$ cat config.mk
export PLATFORM = sky130hd
export DESIGN_NAME = fault_capture
export DESIGN_NICKNAME = d
export VERILOG_FILES = /design/src/rtl/fault_pkg.sv /design/src/rtl/fault_filter.sv /design/src/rtl/fault_capture.sv
export SDC_FILE = /design/constraint.sdc
export NUM_CORES = 1
export LEC_CHECK = 0
export ABC_AREA = 1
export CAP_MARGIN = 20
export CORE_ASPECT_RATIO = 1.75
export CORE_MARGIN = 2
export CORE_UTILIZATION = 34
export CTS_CLUSTER_DIAMETER = 40
export DETAILED_ROUTE_END_ITERATION = 6
export PLACE_DENSITY = 0.56
export REMOVE_ABC_BUFFERS = 1
export SYNTH_ARGS = -nofsm -noshare
export SYNTH_HDL_FRONTEND = slang
export SYNTH_SLANG_ARGS = --single-unit
$ cat constraint.sdc
create_clock -name CLK -period 1.7 [get_ports CLK]
set_input_delay 0.34 -clock CLK [delete_from_list [all_inputs] [get_ports CLK]]
set_output_delay 0.34 -clock CLK [all_outputs]
set_load 0.1 [all_outputs]
$ cat src/rtl/fault_pkg.sv
// Shared types and constants for the protection-flag front end (fault_capture).
package fault_pkg;

  typedef enum logic [1:0] {
    FC_RUN  = 2'd0,
    FC_TRIP = 2'd1,
    FC_HOLD = 2'd2
  } fc_state_t;

  localparam int unsigned FLT_BUSOVP  = 0;
  localparam int unsigned FLT_IP_OCP  = 1;
  localparam int unsigned FLT_INVOCP1 = 2;
  localparam int unsigned FLT_OP_OVP1 = 3;
  localparam int unsigned FLT_INVOCP2 = 4;
  localparam int unsigned FLT_OP_OVP2 = 5;

  localparam int unsigned FIRST_NONE = 0;

endpackage

$ cat src/rtl/fault_filter.sv
// One fault channel: 2-FF synchroniser followed by a saturating run-length debounce counter.
module fault_filter
  import fault_pkg::*;
#(
  parameter int unsigned FILT_CNT = 8
) (
  input  logic clk,
  input  logic rst,
  input  logic raw_in,
  input  logic enable,
  output logic sync,
  output logic set_pulse
);

  localparam int unsigned CW = $clog2(FILT_CNT + 1);

  logic          meta_q, meta_d;
  logic          sync_q, sync_d;
  logic [CW-1:0] cnt_q, cnt_d;

  always_comb begin
    meta_d = raw_in;
    sync_d = meta_q;
    cnt_d  = '0;
    // Any low synced cycle restarts the run; a disabled channel stays at zero.
    if (enable && sync_q) begin
      if (cnt_q == CW'(FILT_CNT)) begin
        cnt_d = cnt_q;
      end else begin
        cnt_d = cnt_q + CW'(1);
      end
    end
  end

  assign sync      = sync_q;
  assign set_pulse = enable && sync_q && (cnt_q == CW'(FILT_CNT - 1));

  always_ff @(posedge clk) begin
    if (rst) begin
      meta_q <= 1'b0;
      sync_q <= 1'b0;
      cnt_q  <= '0;
    end else begin
      meta_q <= meta_d;
      sync_q <= sync_d;
      cnt_q  <= cnt_d;
    end
  end

endmodule

$ cat src/rtl/fault_capture.sv
// Sticky fault latch, first-fault record and PwmEn gating with clear hold-off.
// Optional FAULT_CAPTURE_MASK_EN adds FltMask (1 = channel disabled).
module fault_capture
  import fault_pkg::*;
#(
  parameter int unsigned N_FLT    = 6,
  parameter int unsigned FILT_CNT = 8,
  parameter int unsigned HOLD_CNT = 1000
) (
  input  logic                         CLK,
  input  logic                         RST,
  input  logic [N_FLT-1:0]             FaultIn,
  input  logic                         FaultClr,
`ifdef FAULT_CAPTURE_MASK_EN
  input  logic [N_FLT-1:0]             FltMask,
`endif
  output logic [N_FLT-1:0]             FaultLatch,
  output logic [$clog2(N_FLT+1)-1:0]   FirstFlt,
  output logic                         PwmEn,
  output logic                         ClrRej
);

  localparam int unsigned FW = $clog2(N_FLT + 1);
  localparam int unsigned HW = $clog2(HOLD_CNT + 1);

  fc_state_t         state_q, state_d;
  logic [N_FLT-1:0]  latch_q, latch_d;
  logic [FW-1:0]     first_q, first_d;
  logic [HW-1:0]     hold_q, hold_d;
  logic              pwm_q, pwm_d;
  logic              clrrej_q, clrrej_d;

  logic [N_FLT-1:0]  chan_en;
  logic [N_FLT-1:0]  sync_vec;
  logic [N_FLT-1:0]  set_vec;
  logic              any_set;
  logic              quiet;
  logic              accept;

`ifdef FAULT_CAPTURE_MASK_EN
  assign chan_en = ~FltMask;
`else
  assign chan_en = '1;
`endif

  for (genvar g = 0; g < N_FLT; g++) begin : g_flt
    fault_filter #(
      .FILT_CNT (FILT_CNT)
    ) u_filt (
      .clk       (CLK),
      .rst       (RST),
      .raw_in    (FaultIn[g]),
      .enable    (chan_en[g]),
      .sync      (sync_vec[g]),
      .set_pulse (set_vec[g])
    );
  end

  // Descending scan so the lowest set channel is the one that sticks.
  function automatic logic [FW-1:0] first_of(input logic [N_FLT-1:0] v);
    logic [FW-1:0] r;
    r = '0;
    for (int unsigned i = N_FLT; i > 0; i--) begin
      if (v[i-1]) r = FW'(i);
    end
    return r;
  endfunction

  assign any_set = |set_vec;
  assign quiet   = ~|(sync_vec & chan_en);
  assign accept  = (state_q == FC_TRIP) && FaultClr && !any_set && quiet;

  always_comb begin
    state_d  = state_q;
    latch_d  = latch_q;
    first_d  = first_q;
    hold_d   = hold_q;
    clrrej_d = 1'b0;

    if (any_set) begin
      latch_d = latch_q | set_vec;
      if (first_q == FW'(FIRST_NONE)) first_d = first_of(set_vec);
    end

    unique case (state_q)
      FC_RUN: begin
        if (any_set) state_d = FC_TRIP;
      end
      FC_TRIP: begin
        if (FaultClr) begin
          if (accept) begin
            latch_d = '0;
            first_d = FW'(FIRST_NONE);
            hold_d  = '0;
            state_d = FC_HOLD;
          end else begin
            clrrej_d = 1'b1;
          end
        end
      end
      FC_HOLD: begin
        if (any_set) begin
          state_d = FC_TRIP;
          hold_d  = '0;
        end else if (hold_q == HW'(HOLD_CNT - 1)) begin
          state_d = FC_RUN;
        end else begin
          hold_d = hold_q + HW'(1);
        end
      end
      default: state_d = FC_HOLD;
    endcase

    pwm_d = (state_d == FC_RUN);
  end

  always_ff @(posedge CLK) begin
    if (RST) begin
      state_q  <= FC_HOLD;
      latch_q  <= '0;
      first_q  <= '0;
      hold_q   <= '0;
      pwm_q    <= 1'b0;
      clrrej_q <= 1'b0;
    end else begin
      state_q  <= state_d;
      latch_q  <= latch_d;
      first_q  <= first_d;
      hold_q   <= hold_d;
      pwm_q    <= pwm_d;
      clrrej_q <= clrrej_d;
    end
  end

  assign FaultLatch = latch_q;
  assign FirstFlt   = first_q;
  assign PwmEn      = pwm_q;
  assign ClrRej     = clrrej_q;

endmodule

==> metrics.log, run 1 <==
[metrics] Placed Area: 3337 um^2
[metrics] flop and latch count out of synthesis: 59
[metrics] Worst setup EP type: register
[metrics] Post-route DRC: 0
[metrics] length of the first detailed-routing pass in iterations: 6
[metrics] leading cell type in the layout, fill and taps excluded: sky130_fd_sc_hd__nor2_1
[metrics] number of global-route vias before repair: 2346
[metrics] reported max-cap violation count: 0
[metrics] Req. time, crit path: 1970 ps
[metrics] WHS: 398.4 ps
[metrics] fraction of the yosys area taken by sequential cells: between 40% and 50%
[metrics] violation count after the first detailed-route iteration: 168
[metrics] worst setup skew after layout: between 6 and 7 ps
[metrics] share of the cycle needed by the critical path after routing: just over 90%
[metrics] area of all placed cells without fillers: between 3000 and 4000 um^2
[metrics] per-instance average area after synthesis: 7.382 um^2
[metrics] achievable clock frequency: approximately 630 MHz
[metrics] P per Cell Area: 861.4 nW/um^2
[metrics] total clock buffers created by CTS: 9
[metrics] # diodes: 0
[metrics] Buffers on Ports: 19
[metrics] count of endpoints failing hold in the final timing report: 0
[metrics] total of warnings raised by yosys: 0
[metrics] sinks on the clock net: 59
[metrics] synth unique cells: 29
[metrics] hold buffer count at cts: 0
[metrics] global-route wire length before repair: 10090 um
[metrics] Net count, final: 446
[metrics] Setup Viol. Count Final: 0
[metrics] overall track demand over capacity in global routing: between 10% and 20%
[metrics] final critical delay including setup and external delays: ~1600 ps
[metrics] initial standard-cell utilization of the core: 34.77%
[metrics] Chip Width: between 70 and 80 um
[metrics] Post-Syn Area: 2731 um^2
[metrics] total wire length: 5968 um
[metrics] worst slew margin relative to its limit: 79.75%
[metrics] post-DP HPWL: 4459 um
[metrics] Core Box Area: 7855 um^2
[metrics] data arrival at the endpoint of the critical path: 1860 ps
[metrics] P&R area growth vs syn: 34.08%
[metrics] H-tree depth reported by CTS: 3
[metrics] buffer cell driving the clock tree root: sky130_fd_sc_hd__clkbuf_16
[metrics] class of the worst hold path: reg2reg
[metrics] share of post-route cells with drive strength above 1: between 10% and 20%
[metrics] clock latency reported for the late side of the worst-skew pair: 330 ps
[metrics] number of core rows: 43
[metrics] result of the run: complete, no violations
[metrics] per-cell via count in the routed design: 4.602
[metrics] number of placed I/O pins: 20
[metrics] initial antenna violation count: 0
[metrics] aggregate global routing overflow: 0
[metrics] Cells after Synth: 370
[metrics] antenna-violating nets left: 0
[metrics] max-slew violations: 0
[metrics] clock slew at reported path FFs: roughly 50 ps
[metrics] pin count of the biggest net entering global routing: 14
[metrics] Final TNS setup: 0 ps
[metrics] total of fill cells in the finished design: 789
[metrics] worst-case vdd ir drop: 0.5137 mV
[metrics] largest fanout on the critical path: 6
[metrics] standby leakage power: 1.654 nW
[metrics] CTS tree: yes
[metrics] Die Footprint: between 8000 and 9000 um^2
[metrics] wire length per cell after detailed routing: between 10 and 15 um
[metrics] routability cong.: 0.8143
[metrics] class of the most critical setup path: reg2reg
[metrics] most used cells in the layout excluding fill and tap cells: sky130_fd_sc_hd__nor2_1 (72), sky130_fd_sc_hd__inv_1 (69), sky130_fd_sc_hd__dfxtp_1 (59)
[metrics] total setup buffers inserted after CTS: 0
[metrics] Via Count: 2384
[metrics] vertical die dimension: 122.6 um
[metrics] Worst Setup Start Kind: register
[metrics] Max Buffers Root-to-Sink: 2
[metrics] slew at the pin closest to its max-slew limit: 301.4 ps
worst max-delay path, cell delays in order, from the launching register on:
cell	delay, ps
sky130_fd_sc_hd__dfxtp_1	320
sky130_fd_sc_hd__ha_1	200
sky130_fd_sc_hd__nand2_1	80
sky130_fd_sc_hd__inv_2	40
sky130_fd_sc_hd__nand2_2	80
sky130_fd_sc_hd__nand2_2	70
sky130_fd_sc_hd__nor2_4	190
sky130_fd_sc_hd__nand3_4	110
sky130_fd_sc_hd__buf_12	140
sky130_fd_sc_hd__nor2_1	90
sky130_fd_sc_hd__o21bai_1	80
sky130_fd_sc_hd__nor2_1	110
final timing paths:
path	start	slack [ps]	cells after the start	end
worst max-delay path	g_flt[4].u_filt.cnt_q[1]	110	11	hold_q[9]
worst min register to register	g_flt[4].u_filt.meta_q	400	2	g_flt[4].u_filt.sync
worst max register to register	g_flt[4].u_filt.cnt_q[1]	110	11	hold_q[9]
worst min-delay path	g_flt[4].u_filt.meta_q	400	2	g_flt[4].u_filt.sync
layout make-up:
cell class	count	area [um^2]	area share, %
Multi-Input combinational cell	234	1314	35.87
Sequential cell	59	1181	32.25
Timing Repair Buffer	46	515.5	14.08
Inverter	74	277.8	7.585
Clock buffer	12	246.5	6.730
Tap cell	90	112.6	3.075
Clock inverter	3	15.01	0.4100
cells in the mapped netlist, drive strengths merged:
cell / instances / share of area [%]
nor2: 77 / 11
inv: 74 / 10
dfxtp: 59 / 43
nand2: 44 / 6.0
a21oi: 23 / 4.5
nand3: 19 / 4.8
o21ai: 16 / 3.1
ha: 13 / 6.0
nor3: 12 / 2.4
nand4: 7 / 1.6
o21bai: 6 / 1.6
xnor2: 4 / 1.3
xor2: 4 / 1.3
clkbuf: 3 / 0.41
nor4: 2 / 0.46
o21a: 2 / 0.55
or2: 2 / 0.55
a211oi: 1 / 0.27
buf: 1 / 0.41
nand3b: 1 / 0.27
layer usage:
layer,wire (um),track usage [%],vias up,share of wire (%)
met5,0,0,-,0
met4,155,7.665,0,2.6
met3,206,4.269,13,3.5
met2,3211,26.85,43,54
met1,2394,15.60,1068,40
li1,-,-,1260,-
sequential cells by signal (all words and copies together) (netlist names):
| register | cells |
|---|---|
| g_flt.u_filt.cnt_q | 24 |
| FaultLatch | 6 |
| ClrRej | 1 |
| g_flt.u_filt.sync | 6 |
| FirstFlt | 3 |
| state_q | 2 |
| PwmEn | 1 |
| hold_q | 10 |
| g_flt.u_filt.meta_q | 6 |
power by group:
group / internal [mW] / switching (mW)
clock: 1.01 / 0.607
combinational: 0.0569 / 0.0615
sequential: 1.41 / 0.0122
per-stage QoR:
step | utilization (%) | std cells | worst slack [ps] | power, mW
6_report | 46.62 | 518 | 109.3 | 3.155
5_1_grt | 46.62 | 518 | -9.877 | 3.266
4_1_cts | 45.81 | 517 | 11.29 | 3.199
3_5_place_dp | 42.48 | 502 | -19.45 | 1.568
3_3_place_gp | 42.48 | 502 | -3.015 | 1.565
2_1_floorplan | - | 366 | 169.7 | 1.505
what timing repair did:
item | CTS | global route
endpoints found under the setup margin | 1 | 12
gates cloned | 0 | 1
pin swaps | 0 | 3
gates resized for setup | 1 | 16
cell families after synthesis:
| kind of cell | count (synthesis) | share of synthesized area [%] |
|---|---|---|
| AOI/OAI and AO/OA | 48 | 10.03 |
| xor gates and xnor gates | 8 | 2.565 |
| adders and majority gates | 13 | 5.955 |
| buffers and inverters | 78 | 10.99 |
| DFF | 59 | 43.24 |
| and+or+nand+nor | 164 | 27.21 |
(Power assumes the default switching activity.)
==> inputs of run 2 (changes only) <==
--- a/config.mk
+++ b/config.mk
@@ -10,8 +10,10 @@
 export CORE_ASPECT_RATIO = 1.75
 export CORE_MARGIN = 2
 export CORE_UTILIZATION = 34
+export CTS_BUF_LIST = sky130_fd_sc_hd__clkbuf_16
 export CTS_CLUSTER_DIAMETER = 40
 export DETAILED_ROUTE_END_ITERATION = 6
+export GPL_TIMING_DRIVEN = 0
 export PLACE_DENSITY = 0.56
 export REMOVE_ABC_BUFFERS = 1
 export SYNTH_ARGS = -nofsm -noshare
==> metrics.log, run 2 (same netlist as run 1, synthesis figures left out) <==
[metrics] Overall Power: roughly 3.0 mW
[metrics] total wire length: around 5500 um
[metrics] vertical die dimension: 122.6 um
[metrics] worst setup skew after layout: 6.574 ps
[metrics] share of post-route cells with drive strength above 1: 15.84%
[metrics] CP bufs+invs: 1
[metrics] Most flops, register: g_flt.u_filt.cnt_q
[metrics] H-tree depth reported by CTS: 3
[metrics] global-route wire length before repair: 9466 um
[metrics] largest fanout on the critical path: 3
[metrics] number of placed I/O pins: 20
[metrics] routability cong.: 0.8493
[metrics] worst-case vdd ir drop: 0.5504 mV
[metrics] CTS tree: yes
[metrics] Worst Hold Depth: 2
[metrics] Chip Width: around 72 um
[metrics] Via Count: about 2300
[metrics] share of the cycle needed by the critical path after routing: 94.04%
[metrics] leading cell type in the layout, fill and taps excluded: sky130_fd_sc_hd__nor2_1
[metrics] Worst setup EP type: output port
[metrics] reported max-cap violation count: 0
[metrics] P&R area growth vs syn: 24.14%
[metrics] Setup Viol. Count Final: 0
[metrics] Buffers on Ports: 19
[metrics] P per Cell Area: 899.5 nW/um^2
[metrics] dominant delay contributor by cell family on the critical path: buffers and inverters
[metrics] clock latency reported for the late side of the worst-skew pair: about 330 ps
[metrics] WHS: roughly 400 ps
[metrics] per-cell via count in the routed design: 4.702
[metrics] max reg flops: 24
[metrics] most used cells in the layout excluding fill and tap cells: sky130_fd_sc_hd__nor2_1 (72), sky130_fd_sc_hd__inv_1 (70), sky130_fd_sc_hd__dfxtp_1 (55)
[metrics] critical path cell sequence: clkdlybuf4s15_2
[metrics] number of cells traversed by the worst register-to-register path: 11
[metrics] Place WS: -734.5 ps
[metrics] Post-route DRC: 0
[metrics] overall track demand over capacity in global routing: between 10 and 15%
[metrics] Core Box Area: slightly below 8000 um^2
[metrics] class of the worst hold path: reg2reg
[metrics] Max Buffers Root-to-Sink: 2
[metrics] pin count of the biggest net entering global routing: 26
[metrics] wire length per cell after detailed routing: 11.23 um
[metrics] count of endpoints failing hold in the final timing report: 0
[metrics] total number of cells along the worst setup path: 1
[metrics] result of the run: complete, no violations
[metrics] number of core rows: 43
[metrics] Worst Setup Start Kind: register
[metrics] antenna-violating nets left: 0
[metrics] Die Footprint: 8795 um^2
[metrics] initial antenna violation count: 0
[metrics] post-DP HPWL: ~4000 um
[metrics] total clock buffers created by CTS: 9
[metrics] clock slew at reported path FFs: 50 ps
[metrics] achievable clock frequency: 625.5 MHz
[metrics] standby leakage power: 1.469 nW
[metrics] cell at the slowest stage of the critical path: sky130_fd_sc_hd__clkdlybuf4s15_2
[metrics] maximum cell stage delay along the critical path: 570 ps
[metrics] class of the most critical setup path: reg2out
[metrics] hold buffer count at cts: 0
[metrics] worst slew margin relative to its limit: about three fifths
[metrics] slew at the pin closest to its max-slew limit: 615.2 ps
[metrics] data arrival at the endpoint of the critical path: 1260 ps
[metrics] buffer cell driving the clock tree root: sky130_fd_sc_hd__clkbuf_16
[metrics] final critical delay including setup and external delays: 1599 ps
[metrics] aggregate global routing overflow: 0
[metrics] Net count, final: 421
[metrics] length of the first detailed-routing pass in iterations: 4
[metrics] sinks on the clock net: 59
[metrics] max-slew violations: 0
[metrics] top flop regs: g_flt.u_filt.cnt_q (24), hold_q (10)
[metrics] violation count after the first detailed-route iteration: 114
[metrics] Final WS setup: 101.4 ps
[metrics] # diodes: 0
[metrics] initial standard-cell utilization of the core: between 30% and 40%
[metrics] Req. time, crit path: between 1000 and 1500 ps
[metrics] number of global-route vias before repair: 2321
run 2: worst paths after layout:
| check | startpoint | end | slack [ps] |
|---|---|---|---|
| min reg2reg | g_flt[1].u_filt.meta_q | g_flt[1].u_filt.sync | 400 |
| max reg2reg | g_flt[2].u_filt.cnt_q[0] | hold_q[0] | 110 |
| min | g_flt[1].u_filt.meta_q | g_flt[1].u_filt.sync | 400 |
| max | FirstFlt[1] | FirstFlt[1] | 100 |
run 2: metal layers:
| layer | vias to the layer above | wire, um | GRT usage, % |
|---|---|---|---|
| met2 | 47 | 2796 | 25.06 |
| met3 | 14 | 256 | 4.105 |
| met5 | - | 0 | 0 |
| met1 | 1048 | 2289 | 13.91 |
| met4 | 0 | 205 | 8.491 |
| li1 | 1214 | - | - |
run 2: through the flow:
step	util [%]	std cells	setup TNS [ps]	area (um^2)
6_report	43.17	494	0	3391
5_1_grt	43.17	494	-0.08105	3391
4_1_cts	42.08	491	0	3306
3_5_place_dp	38.34	475	-25960	3012
3_3_place_gp	38.34	475	-25340	3012
2_1_floorplan	-	366	0	2709
run 2: power by group:
group / leakage (nW) / total (mW) / switching (mW) / internal (mW)
clock network: 0.132 / 1.52 / 0.576 / 0.947
logic: 0.856 / 0.103 / 0.0591 / 0.0435
registers: 0.481 / 1.42 / 0.0141 / 1.41
run 2: what timing repair did:
action | CTS | global route
setup buffers | 0 | 2
endpoints found under the setup margin | 57 | 12
gates cloned | 0 | 1
gates resized for setup | 43 | 22
pin swaps | 0 | 3
run 2: final cells by class:
cell class                      count  area (um^2)
Tap cell                           90        112.6
Clock buffer                        9        225.2
Clock inverter                      7        27.53
Sequential cell                    59         1186
Timing Repair Buffer               21        220.2
Inverter                           74        277.8
Fill cell                         822         4464
Multi-Input combinational cell    234         1341
